==> src/rtl/pc_fetch_controller.sv <==
// Fetch-stage program counter sequencer for the RV64 pipeline.
// It picks the next PC each cycle: sequential step, hazard hold, EX redirect or halt.
// It also drives the flush and misalign pulses and fetch-valid qualification.
// It presents RESET_PC once after reset and stops fetch at END_PC.
module pc_fetch_controller #(
    parameter logic [63:0] RESET_PC    = 64'd0,
    parameter int unsigned INSTR_BYTES = 4,
    parameter logic [63:0] END_PC      = 64'd64,
    parameter int unsigned CNT_W       = 32
) (
    input  logic             clk,
    input  logic             reset,
    input  logic             stall_i,
    input  logic             redirect_i,
    input  logic [63:0]      redirect_target_i,
    input  logic             halt_req_i,
    output logic [63:0]      pc_o,
    output logic [63:0]      pc_plus4_o,
    output logic             fetch_valid_o,
    output logic             flush_if_id_o,
    output logic             flush_id_ex_o,
    output logic             misalign_o,
    output logic             halted_o,
    output logic [2:0]       state_o,
    output logic [CNT_W-1:0] fetch_count_o
);

    localparam int unsigned XLEN = 64;
    localparam logic [XLEN-1:0] STEP = XLEN'(INSTR_BYTES);

    typedef enum logic [2:0] {
        ST_BOOT  = 3'd0,
        ST_RUN   = 3'd1,
        ST_STALL = 3'd2,
        ST_FLUSH = 3'd3,
        ST_HALT  = 3'd4
    } state_e;

    state_e            state_q, state_d;
    logic [XLEN-1:0]   pc_q, pc_d;
    logic              valid_q, valid_d;
    logic              flush_q, flush_d;
    logic              misalign_q, misalign_d;
    logic              halted_q, halted_d;
    logic [CNT_W-1:0]  count_q, count_d;

    logic [XLEN-1:0]   seq_pc;
    logic [XLEN-1:0]   tgt_pc;
    logic [CNT_W-1:0]  count_inc;

    assign seq_pc    = pc_q + STEP;
    assign tgt_pc    = {redirect_target_i[XLEN-1:2], 2'b00};
    assign count_inc = (count_q == {CNT_W{1'b1}}) ? count_q : count_q + CNT_W'(1);

    // State and registered-output update; reset drops everything at once.
    always_ff @(posedge clk or negedge reset) begin
        if (!reset) begin
            state_q    <= ST_BOOT;
            pc_q       <= RESET_PC;
            valid_q    <= 1'b0;
            flush_q    <= 1'b0;
            misalign_q <= 1'b0;
            halted_q   <= 1'b0;
            count_q    <= '0;
        end else begin
            state_q    <= state_d;
            pc_q       <= pc_d;
            valid_q    <= valid_d;
            flush_q    <= flush_d;
            misalign_q <= misalign_d;
            halted_q   <= halted_d;
            count_q    <= count_d;
        end
    end

    // Next-state and next-output selection: halt > redirect > stall > sequential.
    always_comb begin
        state_d    = state_q;
        pc_d       = pc_q;
        valid_d    = valid_q;
        flush_d    = 1'b0;
        misalign_d = 1'b0;
        halted_d   = halted_q;
        count_d    = count_q;

        case (state_q)
            ST_BOOT: begin
                // RESET_PC is already on pc_o; qualify it as the first fetch.
                valid_d = 1'b1;
                count_d = CNT_W'(1);
                state_d = ST_RUN;
            end
            ST_RUN, ST_STALL, ST_FLUSH: begin
                if (halt_req_i) begin
                    state_d  = ST_HALT;
                    valid_d  = 1'b0;
                    halted_d = 1'b1;
                end else if (redirect_i) begin
                    flush_d    = 1'b1;
                    misalign_d = |redirect_target_i[1:0];
                    if (tgt_pc == END_PC) begin
                        pc_d     = END_PC;
                        state_d  = ST_HALT;
                        valid_d  = 1'b0;
                        halted_d = 1'b1;
                    end else begin
                        pc_d    = tgt_pc;
                        state_d = ST_FLUSH;
                        count_d = count_inc;
                    end
                end else if (stall_i) begin
                    state_d = ST_STALL;
                end else if (seq_pc == END_PC) begin
                    pc_d     = END_PC;
                    state_d  = ST_HALT;
                    valid_d  = 1'b0;
                    halted_d = 1'b1;
                end else begin
                    pc_d    = seq_pc;
                    state_d = ST_RUN;
                    count_d = count_inc;
                end
            end
            ST_HALT: begin
                // Absorbing until reset.
                state_d = ST_HALT;
            end
            default: begin
                state_d = ST_HALT;
            end
        endcase
    end

    assign pc_o          = pc_q;
    assign pc_plus4_o    = pc_q + STEP;
    assign fetch_valid_o = valid_q;
    assign flush_if_id_o = flush_q;
    assign flush_id_ex_o = flush_q;
    assign misalign_o    = misalign_q;
    assign halted_o      = halted_q;
    assign state_o       = state_q;
    assign fetch_count_o = count_q;

endmodule

==> config.mk <==
export PLATFORM = sky130hd
export DESIGN_NAME = pc_fetch_controller
export DESIGN_NICKNAME = d
export VERILOG_FILES = /design/src/rtl/pc_fetch_controller.sv
export SDC_FILE = /design/constraint.sdc
export NUM_CORES = 1
export LEC_CHECK = 0
export CAP_MARGIN = 20
export CORE_ASPECT_RATIO = 0.8
export CORE_MARGIN = 1.5
export CORE_UTILIZATION = 40
export CTS_CLUSTER_SIZE = 24
export DETAILED_ROUTE_END_ITERATION = 7
export GPL_ROUTABILITY_DRIVEN = 1
export PLACE_DENSITY = 0.7
export SKIP_LAST_GASP = 1
export SLEW_MARGIN = 20
export SYNTH_ARGS = -nofsm -noshare
export SYNTH_HDL_FRONTEND = slang
export SYNTH_SLANG_ARGS = --single-unit
==> constraint.sdc <==
create_clock -name clk -period 4.2 [get_ports clk]
set_input_delay 0.84 -clock clk [delete_from_list [all_inputs] [get_ports clk]]
set_output_delay 0.84 -clock clk [all_outputs]
set_load 0.03 [all_outputs]
==> impl_metrics.env <==
export IMPL_status="finished, final reports clean"
export IMPL_die_area_um2=20970
export IMPL_setup_worst_path_end_class="output port"
export IMPL_critPathKind="reg2out"
export IMPL_cts_root_buffer="clkbuf_16"
export IMPL_count_of_inserted_antenna_diode_cells=0
export IMPL_design_core_area_um2=19740
export IMPL_max_cap_violations=0
export IMPL_holdCritPathClass="in2async"
export IMPL_maximum_number_of_pins_on_one_net_before_global_route_repair=107
export IMPL_seq_area_frac_synth_pct=31.43
export IMPL_numClockSinks=101
export IMPL_area_growth_syn_to_layout_pct=44.26
export IMPL_synth_yosys_warnings=0
export IMPL_number_of_failing_hold_endpoints_at_the_final_stage=0
export IMPL_setup_violations=0
export IMPL_place_congestion=1.017
export IMPL_synth_top_cells_by_area="dfrtp_1, nand2_1, o21ai_0, nor2_1, nor4_1"
export IMPL_worstPathMaxFanout=7
export IMPL_wl_um=34100
export IMPL_yosys_register_bits=101
export IMPL_finalWorstPathRequiredPeriod_ns=4.124
export IMPL_cp_required_ns=3.36
export IMPL_drive_above_1_share_pct=13.31
export IMPL_slew_viol_final=0
export IMPL_yosysUniqueCellTypes=74
export IMPL_die_h_um=129.8
export IMPL_finalPower_mw=6.128
export IMPL_avg_inst_size_synth_um2=7.542
export IMPL_finClkSkew_ns=0.01290
export IMPL_final_hpwl_dp_um=25680
export IMPL_nets=1404
export IMPL_max_slew_worst_pin_slew_ns=0.9349
export IMPL_tritoncts="done"
export IMPL_synth_async_sr_flop_share_pct=100.0
export IMPL_grt_pass1_wl_um=51520
export IMPL_path_clk_slew_ns=0.08
export IMPL_route_detailed_drc=0
export IMPL_vdd_drop_max_mv=0.3543
export IMPL_number_of_enable_type_register_cells_in_the_synthesized_netlist=0
export IMPL_worst_setup_path_start_kind="flip-flop"
export IMPL_antenna_found_initial=0
export IMPL_core_rowCount=46
export IMPL_finalCoreUtilization_pct=58.75
export IMPL_rsz0062_at_grt="true"
export IMPL_worst_skew_pair_late_latency_ns=0.37
export IMPL_floorplan_io_pins=237
export IMPL_cts_inserted_buffers=9
export IMPL_synth_area_um2=8040
export IMPL_flip_flop_cell_with_the_highest_count_after_synthesis="dfrtp_1"
export IMPL_global_route_usage_total_pct=31.97
export IMPL_netlist_area_leader_share_pct=31.43
export IMPL_dieWidth_um=161.5
export IMPL_syn_instance_count=1066
export IMPL_vias_in_the_first_global_route=8632
export IMPL_post_dp_cell_area_um2=11170
export IMPL_wire_per_inst_um=21.30
export IMPL_stdcell_area_um2=11600
export IMPL_drt_initial_drc_count=1351
export IMPL_post_route_period_util_pct=98.20
export IMPL_buffer_ports_inserted=232
export IMPL_maximum_level_of_the_cts_h_tree=3
export IMPL_globalRoute_totalOverflow=0
export IMPL_power_leakage_nw=4.721
export IMPL_start_util_pct=40.73
export IMPL_timing_setup_tns_ns=0
export IMPL_critical_path_arrival_ns=3.28
export IMPL_synth_top_area_cell="dfrtp_1"
export IMPL_dpl_cell_count=1584
export IMPL_antenna_violating_nets_post_route=0
export IMPL_fillerInstances=1809
export IMPL_avgViaCountPerCell=6.107
export IMPL_largest_buffer_count_on_any_clock_path=2
export IMPL_p_per_area_nw_per_um2=528.4
export IMPL_via_total_after_detailed_routing=9777
export IMPL_fin_cells=1601
export IMPL_fmaxAchievable_mhz=242.5
export IMPL_max_slew_margin_rel_pct=37.45
export IMPL_drt_first_pass_iters=8
layer usage:
layer  GRT usage (%)  vias to the layer above  share of wire [%]
met5               0                        -                  0
met4           12.04                        0                3.3
met3           7.057                       80                 10
met2           46.53                      623                 42
met1           46.13                     4608                 44
li1                -                     4466                  -
placed cells by master (no fill, tap or decap), drive strengths merged, types with 17 or more instances in the layout:
master and count:
buf 116, o21ai 97, nand2 126, nand3 55, nor3 45, nand4 52, nor4 57, clkdlybuf4s50 224
xnor2 28, xor2 26, a21oi 56, nor2 92, and3 17, inv 33, dfrtp 101
sequential cells by signal, indices dropped and copies added (netlist names):
| name | cells |
|---|---|
| fetch_count_o | 32 |
| flush_id_ex_o | 1 |
| misalign_o | 1 |
| pc_o | 62 |
| fetch_valid_o | 1 |
| halted_o | 1 |
| state_o | 3 |
worst max-delay path, stage by stage, from the launching register on:
cell,delay [ns]
dfrtp_2,0.44
ha_1,0.29
and3_1,0.27
nand4_1,0.25
buf_4,0.24
nor3_1,0.32
xor2_1,0.35
clkdlybuf4s50_1,0.75
cell usage after synthesis, drive strengths merged, types with 17 or more instances:
master / n
a21oi: 56
and3: 17
buf: 28
clkbuf: 64
dfrtp: 101
inv: 31
nand2: 126
nand3: 55
nand4: 52
nor2: 92
nor3: 45
nor4: 57
o21ai: 97
xnor2: 28
xor2: 26
layout make-up:
| type | instances | area [um^2] | share of cell area, % |
|---|---|---|---|
| flip-flops and latches | 101 | 2531 | 21.82 |
| clock buffers | 10 | 239.0 | 2.060 |
| inverters | 31 | 116.4 | 1.003 |
| well taps | 264 | 330.3 | 2.848 |
| clock inverters | 6 | 57.56 | 0.4962 |
| repair buffers | 344 | 3226 | 27.81 |
| multi-input cells | 845 | 5099 | 43.96 |
final timing paths:
path,slack [ns],start,to,cells past startpoint
hold / removal,0.53,reset,pc_o[7],1
hold reg to reg,0.53,halted_o,halted_o,1
max in group asynchronous,2.79,reset,pc_o[40],2
setup reg to reg,0.11,pc_o[3],fetch_count_o[2],12
setup / recovery,0.08,pc_o[3],pc_plus4_o[54],7
min in group clk,0.53,halted_o,halted_o,1
through the flow:
step	hold WS, ns	setup WS (ns)
6_report	0.5266	0.07565
5_1_grt	0.5555	-0.05532
4_1_cts	0.5288	-0.01015
3_5_place_dp	0.5114	0.02678
3_3_place_gp	0.5117	0.1183
2_1_floorplan	0.5444	0.006510
what timing repair did:
item | 4_1_cts | 5_1_grt
endpoints found under the hold margin | 0 | 0
setup buffers | 1 | 0
setup endpoints to repair | 2 | 56
hold buffers | 0 | 0
pin swaps | 1 | 2
gates resized for setup | 1 | 24
logic make-up (layout without fill, tap and decap cells):
kind of cell               count (synthesis)  in the layout  share of synthesized area, %
and+or+nand+nor                          518            518                         33.80
muxes                                     18             18                         2.272
buffers and inverters                    123            391                         6.801
xor gates and xnor gates                  54             54                         5.882
AOI/OAI and AO/OA                        248            248                         19.30
other                                      1              4                       0.04664
adders and majority gates                  3              3                        0.4669
DFF                                      101            101                         31.43
power by group:
part / total (mW) / switching, mW / internal, mW
combinational: 3.55 / 2.09 / 1.46
clock: 0.871 / 0.441 / 0.430
sequential: 1.70 / 0.452 / 1.25
total: 6.13 / 2.99 / 3.14
Note: power is estimated with default switching activity, not from simulation.
